### src/rtl/fft_pkg.sv
// Shared widths and types for the I2S-to-FFT sample path.
package fft_pkg;

  localparam int SAMPLE_W = 24;
  localparam int FFT_W    = 32;
  localparam int DROP_W   = 16;

  typedef enum logic {
    WAIT = 1'b0,
    FILL = 1'b1
  } framer_state_t;

  // FFT input word: 24-bit sample left-justified in 32 bits.
  function automatic logic [FFT_W-1:0] pack_fft(input logic [SAMPLE_W-1:0] s);
    return {s, 8'd0};
  endfunction

endpackage

### src/rtl/i2s_sample_framer_boxcar_decim.sv
// Boxcar decimator: sums DECIM signed samples and emits their floored mean.
module boxcar_decim
  import fft_pkg::*;
#(
  parameter int DECIM = 4
) (
  input  logic                clk,
  input  logic                reset,
  input  logic                in_valid,
  input  logic [SAMPLE_W-1:0] in,
  output logic                out_valid,
  output logic [SAMPLE_W-1:0] out
);

  localparam int SHIFT = $clog2(DECIM);
  localparam int ACC_W = SAMPLE_W + SHIFT;
  localparam int PH_W  = SHIFT + 1;

  logic signed [ACC_W-1:0] acc_q, acc_d;
  logic signed [ACC_W-1:0] sum_s;
  logic [PH_W-1:0]         phase_q, phase_d;
  logic                    out_valid_q, out_valid_d;
  logic [SAMPLE_W-1:0]     out_q, out_d;

  // Next-state: accumulate, and on the DECIM-th sample shift out the mean.
  always_comb begin
    sum_s = acc_q + ACC_W'(signed'(in));
    if (in_valid) begin
      if (phase_q == PH_W'(DECIM - 1)) begin
        out_valid_d = 1'b1;
        out_d       = SAMPLE_W'(sum_s >>> SHIFT);
        acc_d       = '0;
        phase_d     = '0;
      end else begin
        out_valid_d = 1'b0;
        out_d       = out_q;
        acc_d       = sum_s;
        phase_d     = phase_q + {{(PH_W-1){1'b0}}, 1'b1};
      end
    end else begin
      out_valid_d = 1'b0;
      out_d       = out_q;
      acc_d       = acc_q;
      phase_d     = phase_q;
    end
  end

  // Accumulator, phase and output registers.
  always_ff @(posedge clk or posedge reset) begin
    if (reset) begin
      acc_q       <= '0;
      phase_q     <= '0;
      out_valid_q <= 1'b0;
      out_q       <= '0;
    end else begin
      acc_q       <= acc_d;
      phase_q     <= phase_d;
      out_valid_q <= out_valid_d;
      out_q       <= out_d;
    end
  end

  assign out_valid = out_valid_q;
  assign out       = out_q;

endmodule

### src/rtl/i2s_sample_framer.sv
// Bridges I2S left words into the clk domain, decimates them and packs
// the result into gapless N-sample FFT frames gated by fft_ready_i.
module i2s_sample_framer
  import fft_pkg::*;
#(
  parameter int DECIM = 4,
  parameter int N     = 256
) (
  input  logic                clk,
  input  logic                reset,
  input  logic                lrck_i,
  input  logic [SAMPLE_W-1:0] left_i,
  input  logic                fft_ready_i,
  output logic [FFT_W-1:0]    sample_o,
  output logic                sample_valid_o,
  output logic                frame_start_o,
  output logic                frame_last_o,
  output logic [DROP_W-1:0]   drop_cnt_o
);

  localparam int CNT_W = $clog2(N + 1);

  logic                s1_q, s1_d, s2_q, s2_d, s3_q, s3_d;
  logic                fall_s;
  logic [SAMPLE_W-1:0] raw_q, raw_d;
  logic                raw_valid_q, raw_valid_d;
  logic                dec_valid_s;
  logic [SAMPLE_W-1:0] dec_data_s;

  framer_state_t       state_q, state_d;
  logic [CNT_W-1:0]    count_q, count_d;
  logic [DROP_W-1:0]   drop_cnt_q, drop_cnt_d;
  logic [FFT_W-1:0]    sample_q, sample_d;
  logic                valid_q, valid_d;
  logic                start_q, start_d;
  logic                last_q, last_d;

  // Every LRCK fall marks a complete left word; a 0 reset value means LRCK
  // has to be seen high before a fall can count, so no edge appears at release.
  assign fall_s = s3_q & ~s2_q;

  // Sync chain and capture of the quasi-static left word.
  always_comb begin
    s1_d        = lrck_i;
    s2_d        = s1_q;
    s3_d        = s2_q;
    raw_valid_d = fall_s;
    if (fall_s) begin
      raw_d = left_i;
    end else begin
      raw_d = raw_q;
    end
  end

  // LRCK synchroniser and raw sample registers.
  always_ff @(posedge clk or posedge reset) begin
    if (reset) begin
      s1_q        <= 1'b0;
      s2_q        <= 1'b0;
      s3_q        <= 1'b0;
      raw_q       <= '0;
      raw_valid_q <= 1'b0;
    end else begin
      s1_q        <= s1_d;
      s2_q        <= s2_d;
      s3_q        <= s3_d;
      raw_q       <= raw_d;
      raw_valid_q <= raw_valid_d;
    end
  end

  boxcar_decim #(
    .DECIM(DECIM)
  ) u_decim (
    .clk      (clk),
    .reset    (reset),
    .in_valid (raw_valid_q),
    .in       (raw_q),
    .out_valid(dec_valid_s),
    .out      (dec_data_s)
  );

  // Framer next-state: fft_ready_i only matters when a frame would start.
  always_comb begin
    state_d    = state_q;
    count_d    = count_q;
    drop_cnt_d = drop_cnt_q;
    sample_d   = sample_q;
    valid_d    = 1'b0;
    start_d    = 1'b0;
    last_d     = 1'b0;
    case (state_q)
      WAIT: begin
        if (dec_valid_s) begin
          if (fft_ready_i) begin
            sample_d = pack_fft(dec_data_s);
            valid_d  = 1'b1;
            start_d  = 1'b1;
            count_d  = CNT_W'(1);
            state_d  = FILL;
          end else if (drop_cnt_q != 16'hFFFF) begin
            drop_cnt_d = drop_cnt_q + 16'd1;
          end else begin
            drop_cnt_d = drop_cnt_q;
          end
        end else begin
          state_d = WAIT;
        end
      end
      FILL: begin
        if (dec_valid_s) begin
          sample_d = pack_fft(dec_data_s);
          valid_d  = 1'b1;
          if (count_q == CNT_W'(N - 1)) begin
            last_d  = 1'b1;
            count_d = '0;
            state_d = WAIT;
          end else begin
            count_d = count_q + CNT_W'(1);
          end
        end else begin
          state_d = FILL;
        end
      end
      default: begin
        state_d = WAIT;
        count_d = '0;
      end
    endcase
  end

  // Framer state, drop counter and registered outputs.
  always_ff @(posedge clk or posedge reset) begin
    if (reset) begin
      state_q    <= WAIT;
      count_q    <= '0;
      drop_cnt_q <= '0;
      sample_q   <= '0;
      valid_q    <= 1'b0;
      start_q    <= 1'b0;
      last_q     <= 1'b0;
    end else begin
      state_q    <= state_d;
      count_q    <= count_d;
      drop_cnt_q <= drop_cnt_d;
      sample_q   <= sample_d;
      valid_q    <= valid_d;
      start_q    <= start_d;
      last_q     <= last_d;
    end
  end

  assign sample_o       = sample_q;
  assign sample_valid_o = valid_q;
  assign frame_start_o  = start_q;
  assign frame_last_o   = last_q;
  assign drop_cnt_o     = drop_cnt_q;

endmodule

### config.mk
export PLATFORM = sky130hd
export DESIGN_NAME = i2s_sample_framer
export DESIGN_NICKNAME = d
export VERILOG_FILES = /design/src/rtl/fft_pkg.sv /design/src/rtl/i2s_sample_framer_boxcar_decim.sv /design/src/rtl/i2s_sample_framer.sv
export SDC_FILE = /design/constraint.sdc
export NUM_CORES = 1
export LEC_CHECK = 0
export ABC_AREA = 1
export ABC_CLOCK_PERIOD_IN_PS = 5270
export BUFFER_PORTS_ARGS = -buffer_cell sky130_fd_sc_hd__buf_2
export CAP_MARGIN = 10
export CORE_ASPECT_RATIO = 0.75
export CORE_UTILIZATION = 59
export DETAILED_ROUTE_END_ITERATION = 16
export PLACE_DENSITY = 0.76
export SLEW_MARGIN = 20
export SYNTH_ARGS = -nofsm -noshare
export SYNTH_HDL_FRONTEND = slang
export SYNTH_SLANG_ARGS = --single-unit
### constraint.sdc
create_clock -name clk -period 5.27 [get_ports clk]
set_clock_uncertainty 0.05 [all_clocks]
set_input_delay 0.2635 -clock clk [delete_from_list [all_inputs] [get_ports clk]]
set_output_delay 0.2635 -clock clk [all_outputs]
set_load 0.03 [all_outputs]
==> parameters.txt <==
Parameter                              Value

Place
  Total of buffers placed on input and output ports ... 70
  HPWL after detailed placement ... 11840 µm
  Final GP Congestion ... 0.9360

Clock network
  Count of hold-fix buffers inserted at cts ... 17
  CTS HTree Levels ... 4
  Clk pin slew, worst setup/hold paths ... 0.06 ns
  Buffer depth of the longest clock path ... 2
  Number of buffers added for setup after CTS ... 0
  Insertion delay of the later-clocked pin in the worst-skew pair ... 0.42 ns
  TritonCTS clock tree ... done
  CTS root buffer ... clkbuf_16
  Clock sink count ... 135
  Post-cts resize count ... 0
  TritonCTS buffer count ... 17

Die
  Chip height ... around 98 µm
  Site row count ... 34
  Core area ... around 0.012 mm²
  Die Span X ... 130.1 µm
  Die area ... 0.01275 mm²
  Initial core utilization ... 0.6159
  Number of top-level pins ... 79

Timing
  Tcrit/Tclk final ... 0.4856
  Total Neg Setup Slack ... 0 ns
  Worst Max-Slew Pin Slew ... 0.9766 ns
  Final hold violation count ... 2
  Setup repair after global routing missed its margin ... no
  Relative slew slack ... 0.3482
  Final Max Tran Viols ... 0
  Total setup violations reported at the end of the flow ... 0
  WHS ... -0.002041 ns
  Timing-limited maximum frequency ... 0.3907 GHz
  Final critical delay including setup and external delays ... 2.559 ns

Synthesis
  Most area-hungry cell type in the Yosys netlist ... dfrtp_1
  Top area cells in the synthesized netlist ... dfrtp_1, nand2_1, inv_1, ha_1, nand3_1
  Post-Syn Area per Cell ... 7.452 µm²
  Synth top area share ... 0.4654
  Post-Synth Simple-Gate Area ... 0.3272
  Post-synthesis sequential element count ... 135
  Area fraction in compound gates after synthesis ... 0.04344
  Multiplexer fraction of the synthesized cell area ... 0
  XOR/XNOR Fraction of Synth Area ... 0.03258
  Area share of fa/ha/maj cells after synthesis ... 0.05103
  Instance count of the mapped netlist ... between 900 and 1000
  Sequential-to-total area share from yosys stat ... 0.4654
  Number of warnings reported in the yosys synthesis log ... 0
  Main combinational cell family by area after synthesis ... simple AND/OR/NAND/NOR gates
  Distinct cell type count after synthesis ... 38
  Post-synthesis cell area ... a little over 0.007 mm²

Min path
  Kind of path behind the tightest hold check ... primary input to flop
  Startpoint of the lowest-slack hold path ... left_i[20]

Finish
  Total of fill cells in the finished design ... about 1000
  Fraction of layout instances using a drive strength above 1 ... 0.1107
  # diodes ... 0
  Layout net count ... 1120
  Syn-to-layout area delta ... 16.84%
  Area occupied by multi-input gates ... 0.003332 mm²
  Sequential cell area in the final layout ... 0.003378 mm²

Critical path
  Cell mode on critical path ... inv_1
  Max stage delay on crit path ... 0.91 ns
  WP data required ... approximately 5.5 ns
  Startpoint types ... flop
  Type of destination of the critical path ... flop
  Slowest-stage cell, CP ... nor2_2
  Data arrival at the endpoint of the critical path ... 2.83 ns
  Critical register-to-register path startpoint ... raw_valid_q
  CP Max Fanout ... 29
  Cell-by-cell trace of the critical path ... inv_1 > nor2_2 > inv_1 > o21ai_0
  Crit. Startpoint ... raw_valid_q
  Path type of the worst setup path ... flop to flop

Drt
  Vias ... 6352
  Initial DRT Pass Iterations ... 5
  Overall routed net length ... 16780 µm
  Drt first-iter violations ... 541
  Number of vias per cell after detailed routing ... 5.135
  WL/cell ... 13.57 µm
  Remaining antenna violation count ... 0
  Post-detailed-route DRC marker count ... 0

Power and ir drop
  Power density over the cells ... 536.5 mW/mm²
  Sw power ... between 1.5 and 2 mW
  Sequential power share ... 0.345
  Relative contribution of combinational cells to total power ... 0.394
  Final Total Pwr ... about 4.6 mW
  Worst ir drop on vdd ... 287.0 µV
  Switching power as a share of total power ... 0.4091
  Internal power ... 2.688 mW
  Share of power burned in the clock network ... 0.261
  Leakage power figure ... 4.756 nW

GRT
  Pin count of the biggest net entering global routing ... 74
  Via count of the first global-routing pass ... 6155
  Remaining global-route overflow ... 0
  Wire length of the first global-routing pass ... a little under 30000 µm
  Gr usage total ... 0.2963
  Number of antenna violations at the first check in global routing ... 0

Outcome
  Outcome ... finished with violations
  Violated checks ... negative hold slack

Run
  Max-cap viol count ... 0
[worst max-delay path: cells and delay by family, from the launching register on]
family	cells	cell delay [ns]
AO/OA/AOI/OAI	1	0.32
flip-flops	1	0.37
AND/OR/NAND/NOR	1	0.91
buffers and inverters	2	0.80
[Yosys cell counts (all sizes together)]
cell and number:
a211oi 1, a21o 1, a21oi 18, a22o 2, a22oi 1, a31oi 1
and2 2, buf 16, clkbuf 12, conb 1, dfrtp 135, fa 1
ha 28, inv 112, nand2 432, nand3 67, nand3b 4, nand4 8
nor2 59, nor3 9, nor3b 1, nor4 1, o21ai 26, o22ai 6
or2 3, xnor2 13, xor2 14
[layer usage]
layer  routed length [µm]  vias up  global-route usage
met5                    0        -                   0
met4                  221        0             0.08140
met3                  927       21             0.05370
met2                 7305      189              0.4529
met1                 8329     2946              0.4328
li1                     -     3196                   -
[final cells by class]
class / count / area share
multi-input combinational: 706 / 0.3929
clock buffer: 21 / 0.05547
sequential: 135 / 0.3983
tap: 162 / 0.02390
inverter: 112 / 0.05046
timing repair buffer: 91 / 0.06492
clock inverter: 10 / 0.01402
[state kept, by name, summed over array words and instances, names as in the netlist]
signal             cells
state_q                1
u_decim.acc_q         26
sample_o              24
raw_valid_q            1
u_decim.out           24
u_decim.out_valid      1
frame_last_o           1
count_q                9
s1_q                   1
drop_cnt_o            16
u_decim.phase_q        3
frame_start_o          1
raw_q                 24
s3_q                   1
s2_q                   1
sample_valid_o         1
[cells by family after synthesis]
family | Yosys count
AOI/OAI and AO/OA | 56
xor gates and xnor gates | 27
adders and majority gates | 29
buffers and inverters | 140
DFF | 135
other | 1
and+or+nand+nor | 586
[power groups by stage]
stage / registers [mW] / logic (mW) / clock network (mW)
detailed placement: 1.57 / 1.74 / 0
floorplan: 1.69 / 1.18 / 0
finish: 1.57 / 1.79 / 1.19
global route: 1.61 / 2.03 / 1.24
global placement: 1.58 / 1.71 / 0
CTS: 1.57 / 1.77 / 1.20
[cells in the final DEF, fill, tap and decap left out, types with 17 or more instances in the layout]
cell type      instances
o21ai_0               23
clkbuf_16             17
ha_1                  28
a21oi_1               18
dfrtp_1              135
nand2_1              431
nor2_1                54
dlygate4sd3_1         17
inv_1                109
buf_2                 70
nand3_1               67
[path summary, 6_finish.rpt]
check / slack (ns) / to / depth (start not counted)
max: 2.71 / u_decim.acc_q[5] / 4
min: -0.002 / raw_q[20] / 3
max reg2reg: 2.71 / u_decim.acc_q[5] / 4
min reg2reg: 0.30 / s2_q / 0
max in group asynchronous: 3.47 / raw_q[4] / 4
min in group asynchronous: 0.40 / state_q / 3
[per-stage QoR]
step	area [µm²]	utilization	instances	setup WS, ns	hold WS (ns)
global placement	7721	0.6552	1189	2.876	0.2842
global route	8481	0.7197	1237	2.501	0.01368
CTS	8481	0.7197	1237	2.708	0.0003130
finish	8481	0.7197	1237	2.711	-0.002041
detailed placement	7721	0.6552	1189	2.779	0.2916
floorplan	7284	-	981	1.345	0.2449
(Power assumes the default switching activity.)
